File: config.mk
export PLATFORM = sky130hd
export DESIGN_NAME = expr_eval_flat
export DESIGN_NICKNAME = d
export VERILOG_FILES = /design/src/rtl/expr_pkg.sv /design/src/rtl/expr_eval_if.sv /design/src/rtl/expr_char_class.sv /design/src/rtl/expr_eval.sv /design/src/flat_wrapper.sv
export SDC_FILE = /design/constraint.sdc
export NUM_CORES = 1
export LEC_CHECK = 0
export BUFFER_PORTS_ARGS = -buffer_cell sky130_fd_sc_hd__buf_2
export CORE_MARGIN = 2
export CORE_UTILIZATION = 34
export DETAILED_ROUTE_END_ITERATION = 12
export SYNTH_ARGS = -nofsm -noshare
export SYNTH_HDL_FRONTEND = slang
export SYNTH_HIERARCHICAL = 1
export SYNTH_SLANG_ARGS = --single-unit
export TNS_END_PERCENT = 20
File: constraint.sdc
create_clock -name clk -period 5.9 [get_ports clk]
set_clock_uncertainty 0.05 [all_clocks]
set_input_delay 0.59 -clock clk [delete_from_list [all_inputs] [get_ports clk]]
set_output_delay 0.59 -clock clk [all_outputs]
set_load 0.01 [all_outputs]
File: src/rtl/expr_pkg.sv
// Shared definitions for the expression recognizer/evaluator pair: state
// encoding, ASCII character constants and a digit test.
package expr_pkg;

  typedef enum logic [1:0] {
    ST_START = 2'd0,
    ST_NUM   = 2'd1,
    ST_OP    = 2'd2,
    ST_ERR   = 2'd3
  } state_e;

  localparam logic [7:0] CH_0    = 8'h30;
  localparam logic [7:0] CH_9    = 8'h39;
  localparam logic [7:0] CH_PLUS = 8'h2B;
  localparam logic [7:0] CH_STAR = 8'h2A;

  function automatic logic is_digit(input logic [7:0] c);
    return (c >= CH_0) && (c <= CH_9);
  endfunction

endpackage

File: src/rtl/expr_eval_if.sv
// Character-stream handshake into the evaluator and its result outputs.
interface expr_eval_if #(parameter int W = 32);
  logic [7:0]   in;
  logic         en;
  logic         valid;
  logic [W-1:0] result;
  logic         err;

  modport master (output in, output en, input valid, input result, input err);
  modport slave  (input in, input en, output valid, output result, output err);
endinterface

File: src/rtl/expr_char_class.sv
// Combinational byte classifier shared with the recognizer: exactly one of
// dig/plus/star/other is set; dval carries the digit value when dig=1.
module expr_char_class
  import expr_pkg::*;
(
  input  logic [7:0] ch,
  output logic       dig,
  output logic       plus,
  output logic       star,
  output logic       other,
  output logic [3:0] dval
);

  logic [7:0] ch_off;

  always_comb begin
    ch_off = ch - CH_0;
    dig    = is_digit(ch);
    plus   = (ch == CH_PLUS);
    star   = (ch == CH_STAR);
    other  = !(dig || plus || star);
    dval   = dig ? ch_off[3:0] : 4'd0;
  end

endmodule

File: src/rtl/expr_eval.sv
// Evaluates a '+'/'*' single-digit expression stream on the fly, '*' binding
// tighter than '+'; sum holds completed products, term the product in progress.
//
// state   | meaning
// START   | waiting for the first digit
// NUM     | last character was a digit; prefix is a legal expression
// OP      | last character was an operator; a digit must follow
// ERR     | illegal input seen; frozen until clr
module expr_eval
  import expr_pkg::*;
#(
  parameter int W = 32
) (
  input  logic        clk,
  input  logic        clr,
  expr_eval_if.slave  bus
);

  localparam logic [1:0] S_START = ST_START;
  localparam logic [1:0] S_NUM   = ST_NUM;
  localparam logic [1:0] S_OP    = ST_OP;
  localparam logic [1:0] S_ERR   = ST_ERR;

  logic [1:0]   state_q, state_d;
  logic [W-1:0] sum_q, sum_d;
  logic [W-1:0] term_q, term_d;
  logic         mul_pend_q, mul_pend_d;

  logic         cc_dig, cc_plus, cc_star, cc_other;
  logic [3:0]   cc_dval;
  logic [W-1:0] dval_w;

  expr_char_class u_cc (
    .ch    (bus.in),
    .dig   (cc_dig),
    .plus  (cc_plus),
    .star  (cc_star),
    .other (cc_other),
    .dval  (cc_dval)
  );

  assign dval_w = W'(cc_dval);

  always_comb begin
    state_d    = state_q;
    sum_d      = sum_q;
    term_d     = term_q;
    mul_pend_d = mul_pend_q;
    case (state_q)
      S_START: begin
        if (bus.en) begin
          if (cc_dig) begin
            term_d  = dval_w;
            sum_d   = '0;
            state_d = S_NUM;
          end else begin
            state_d = S_ERR;
          end
        end
      end
      S_NUM: begin
        if (bus.en) begin
          if (cc_plus) begin
            sum_d      = sum_q + term_q;
            mul_pend_d = 1'b0;
            state_d    = S_OP;
          end else if (cc_star) begin
            mul_pend_d = 1'b1;
            state_d    = S_OP;
          end else begin
            state_d = S_ERR;
          end
        end
      end
      S_OP: begin
        if (bus.en) begin
          if (cc_dig) begin
            // W x 4 product, truncated to W bits
            term_d  = mul_pend_q ? W'(term_q * dval_w) : dval_w;
            state_d = S_NUM;
          end else begin
            state_d = S_ERR;
          end
        end
      end
      S_ERR: begin
        state_d = S_ERR;
      end
      default: begin
        state_d = S_START;
      end
    endcase
  end

  always_ff @(posedge clk) begin
    if (clr) begin
      state_q    <= S_START;
      sum_q      <= '0;
      term_q     <= '0;
      mul_pend_q <= 1'b0;
    end else begin
      state_q    <= state_d;
      sum_q      <= sum_d;
      term_q     <= term_d;
      mul_pend_q <= mul_pend_d;
    end
  end

  logic valid_w;

  always_comb begin
    valid_w    = (state_q == S_NUM);
    bus.valid  = valid_w;
    bus.result = valid_w ? (sum_q + term_q) : '0;
    bus.err    = (state_q == S_ERR);
  end

endmodule

File: src/flat_wrapper.sv
// flat-port wrapper written by rule: the top's interface ports become plain ports
module expr_eval_flat import expr_pkg::*;
#(
  parameter int W = 32
)
  (clk, clr, bus_in, bus_en, bus_valid, bus_result, bus_err);
  expr_eval_if #(.W(W)) bus_i ();
  input  logic clk;
  input  logic clr;
  input wire logic [$bits(bus_i.in)-1:0] bus_in;
  input wire logic [$bits(bus_i.en)-1:0] bus_en;
  output wire logic [$bits(bus_i.valid)-1:0] bus_valid;
  output wire logic [$bits(bus_i.result)-1:0] bus_result;
  output wire logic [$bits(bus_i.err)-1:0] bus_err;
  assign bus_i.in = bus_in;
  assign bus_i.en = bus_en;
  assign bus_valid = bus_i.valid;
  assign bus_result = bus_i.result;
  assign bus_err = bus_i.err;
  expr_eval #(.W(W)) u_core (.clk(clk), .clr(clr), .bus(bus_i));
endmodule
[Word-level counts from Yosys, hierarchy flattened]
Index checks and enable logic that the tools add are counted.
Cells by class
  eq/ne operators: 12
  multipliers: 1
  magnitude comparators: 2
  reduce and logical (&&, ||, !) cells: 10
  $add $sub $neg: 2
  mux-type cells: 21
Operator list (count)
  2-to-1 mux 32 bit: 10
  case mux 32 bit (2 select lines): 2
  adder 32 bit: 1
  multiplier 32 x 4 -> 32 bit: 1
  equality test 8 x 6 -> 1 bit (second input constant): 2
  AND reduction 5 bit: 2
  >= comparator 8 x 6 -> 1 bit (second input constant): 1
  <= comparator 8 x 6 -> 1 bit (second input constant): 1
  2-to-1 mux 2 bit: 4
  != test 2 x 1 -> 1 bit (second input constant): 4
  != test 2 bit (second input constant): 3
  case mux 2 bit (3 select lines): 1
  nonzero test 2 bit: 3
  equality test 2 bit (second input constant): 2
  2-to-1 mux 4 bit: 1
  subtractor 4 x 1 -> 4 bit (second input constant): 1
  2-to-1 mux 1 bit: 3
  AND reduction 3 bit: 1
  equality test 2 x 1 -> 1 bit (second input constant): 1
  zero test 2 bit: 1
  AND reduction 2 bit: 1
  OR reduction 2 bit: 1
  logical AND 1 bit: 1
Word-level totals
  output and inout bits: 34
  word-level logic and storage cells: 52
  register bits: 67

[Logic depth before layout (Yosys ltp)]
  word-level depth: 8
  gate-level depth with buffers: 19
  depth with buffers taken out: 17

[By module]
The synthesis kept the hierarchy.
By module, submodules not included
  expr_eval: instances 1, area an instance 8008.9 µm², cells each 1019
  expr_char_class: instances 1, area an instance 127.6 µm², cells each 14

[Least setup slack after synthesis]
OpenSTA, ideal clock, no wires.
  path type: input to register
  start: in bus_in[6]
  end: reg u_core.term_q[31]
  slack: 1146 ps
  path buffers: 2
  arrival: 4587 ps
  data required time: 5733 ps
  stages: 19
  path through: nand4bb_1 -> nor4b_2 -> clkbuf_1 -> clkbuf_1 -> and2_1 -> fa_1 -> inv_1 -> fa_1 -> inv_1 -> ha_1 -> a2111oi_0 -> o21ai_0 -> o21a_1 -> o211ai_2 -> a31oi_1 -> a221oi_2 -> o31ai_1 -> xnor2_1 -> a22o_1
Between the ends
  longest elaborated chain between the ends: 8
  elaborated cells between the ends (all ways): 12
  those cells by class: mul (1); order compare (2); eq/ne (2); mux (5); reduce/logical (2)
Ends and longest elaborated chain
  start: declaration: RTL line flat_wrapper.sv:10  | input wire logic [$bits(bus_i.in)-1:0] bus_in;
  >= comparator 8 x 6 -> 1 bit or <= comparator 8 x 6 -> 1 bit (tied branches): RTL line expr_pkg.sv:18  | return (c >= CH_0) && (c <= CH_9);
  logical AND 1 bit *: RTL line expr_pkg.sv:18
  2-to-1 mux 4 bit *: RTL line expr_char_class.sv:22  | dval = dig ? ch_off[3:0] : 4'd0;
  net u_core.cc_dval[3]: RTL line expr_eval.sv:30  | logic [3:0] cc_dval;
  multiplier 32 x 4 -> 32 bit *: RTL line expr_eval.sv:79  | term_d = mul_pend_q ? W'(term_q * dval_w) : dval_w;
  2-to-1 mux 32 bit *: RTL line expr_eval.sv:79
  2-to-1 mux 32 bit *: RTL line expr_eval.sv:77  | if (cc_dig) begin
  2-to-1 mux 32 bit *: RTL line expr_eval.sv:76  | if (bus.en) begin
  case mux 32 bit (2 select lines) *: RTL line expr_eval.sv:49  | case (state_q)
  end signal: assignment: RTL line expr_eval.sv:104  | term_q <= term_d;
  end: declaration: RTL line expr_eval.sv:26  | logic [W-1:0] term_q, term_d;
Mark *: on every way through the listed nets, which the timed path passes. The rest lies on a longest branch. The select of a mux whose other input is x is not followed.
A chain may end at the register's enable or synchronous reset.

[Worst setup path in the final report]
  start: in bus_in[6]
  end: reg u_core.term_q[30]
The elaborated chain is that of the path after synthesis.

==> flow_summary.toml <==
[floorplanning]
coreArea_mm2 = 0.0235
dieArea_mm2 = 0.0251
die_height_um = 158
row_count = 56
ios = 45
dieWidth_um = 158
start_util = 0.346

[route]
num_vias = 7065
firstDrtPassIters = 5
final_antenna_net_count = 0
wl_mm = 20.6
wire_per_inst_um = 15.0
first_iter_violations = 314
vias_per_cell = 5.15
drc_errors = 0

[clock_tree]
cts_root_buffer = "clkbuf_16"
clkSlewWorstSetupHoldPaths_ns = 0.06
clock-sinks = 67
cts_tree = "done"
clkLatencyLatePin_ns = 0.35
cts_buffers = 9
cts_max_level = 3
cts_setup_buffers = 0
clock_path_buffers = 2
cts_hold_buf = 0
ctsResizeCount = 0

[worst_setup_path]
path_class = "in -> reg"
cp.arrival_ns = 5.18
start_kind = "primary input"
critPathCaptureType = "flop"
required_ns = 6.09
crit_fanout = 21

[grt]
grt.overflow.total = 0
grt_pass1_wl_mm = 34.4
grt_antenna_before_repair = 0
grt_pass1_vias = 6885
grt_max_degree = 34
grt_usage = 0.172

[sta]
final_hold_viol_count = 0
max_freq_mhz = 201
rsz0062_at_grt = "false"
setup_violations = 0
finalSetupTns_ns = 0
period_minus_slack_ns = 4.99
finalHoldWorstSlack_ns = 0.403
drv_slew = 0
slew_headroom = 0.475
period_share = 0.845
tightest_slew_ns = 0.787

[power_and_ir_drop]
total_power_mw = 1.08
pwr-share-clk = 0.545
peakVddDrop_v = 0.000117
seqPwrFrac = 0.424
comb_power_share = 0.031
leakagePower_nw = 4.37
powerDensity_mw_per_mm2 = 120
p_sw_frac = 0.227
p_int_mw = 0.832
p_sw_mw = 0.245

[job]
cap_violations = 0

[place]
gp_congestion = 0.847
io_buffers = 44
dp_hpwl_mm = 15.9

[synthesis]
avgSynthCellArea_um2 = 7.87
synth_warnings = 6
syn_nets = 1162
postSynthCellCount = 1030
syn-cell-area_mm2 = 0.00811

[layout]
antenna_cells = 0
drive_above_1_share = 0.0921
final_net_count = 1181
layout_commonest_cell = "inv_1"
syn_to_final_growth_pct = 10.5
mostFrequentLayoutCells = "120 x inv_1, 113 x nand2_1, 93 x and2_1"

[min_path]
min_path_type = "reg -> reg"

[status]
status = "finished, final reports clean"
registers in the layout (all words and copies together) (netlist names):
signal	count
u_core/sum_q	32
u_core/term_q	32
u_core/state_q	2
u_core/mul_pend_q	1
metrics by stage:
stage	instance area, µm²	util	setup WS (ns)	std cells
finish	8960	0.382	0.914	1372
global route	8960	0.382	0.485	1372
CTS	8960	0.382	0.913	1372
detailed placement	8650	0.369	0.584	1357
global placement	8650	0.369	0.680	1357
floorplan	8110	-	1.15	1030
per-layer routing:
| layer | track usage | share of wire | wire, µm | vias to the layer above |
|---|---|---|---|---|
| met5 | 0 | 0 | 0 | - |
| met4 | 0.0644 | 0.028 | 581 | 0 |
| met3 | 0.0256 | 0.031 | 644 | 41 |
| met2 | 0.298 | 0.47 | 9700 | 120 |
| met1 | 0.218 | 0.47 | 9700 | 3385 |
| li1 | - | - | - | 3519 |
area by class of cell:
type	instances	area, µm²
clock buffer	11	233
clock inverter	4	76.3
fill	2445	14500
inverter	120	450
multi-input combinational	798	6180
sequential	67	1340
tap	319	399
timing repair buffer	53	288
worst max-delay path, stage by stage:
cell and delay, ns:
buf_2 0.11, nand4bb_1 0.34, nor3b_2 0.64, buf_4 0.35
and2_1 0.18, fa_1 0.42, inv_1 0.08, fa_1 0.40
inv_1 0.06, ha_1 0.29, a21o_1 0.23, a21oi_1 0.18
o21ai_0 0.13, nor3_1 0.18, a21oi_1 0.19, a221oi_2 0.33
a21oi_1 0.14, xor2_1 0.15, a22o_1 0.19
path summary, 6_finish.rpt:
kind,from,endpoint,slack [ns],depth (start not counted)
setup / recovery,bus_in[6],u_core/term_q[30],0.91,19
hold / removal,u_core/sum_q[30],u_core/sum_q[30],0.40,2
setup reg to reg,u_core/term_q[3],u_core/term_q[30],1.80,15
hold reg to reg,u_core/sum_q[30],u_core/sum_q[30],0.40,2
power groups by stage:
stage          Sequential [mW]  Clock (mW)  Combinational, mW
2_1_floorplan            0.465           0             0.0190
3_3_place_gp             0.466           0             0.0334
3_5_place_dp             0.466           0             0.0338
4_1_cts                  0.456       0.606             0.0339
5_1_grt                  0.456       0.618             0.0371
6_report                 0.456       0.587             0.0336
Note: power is estimated with default switching activity, not from simulation.
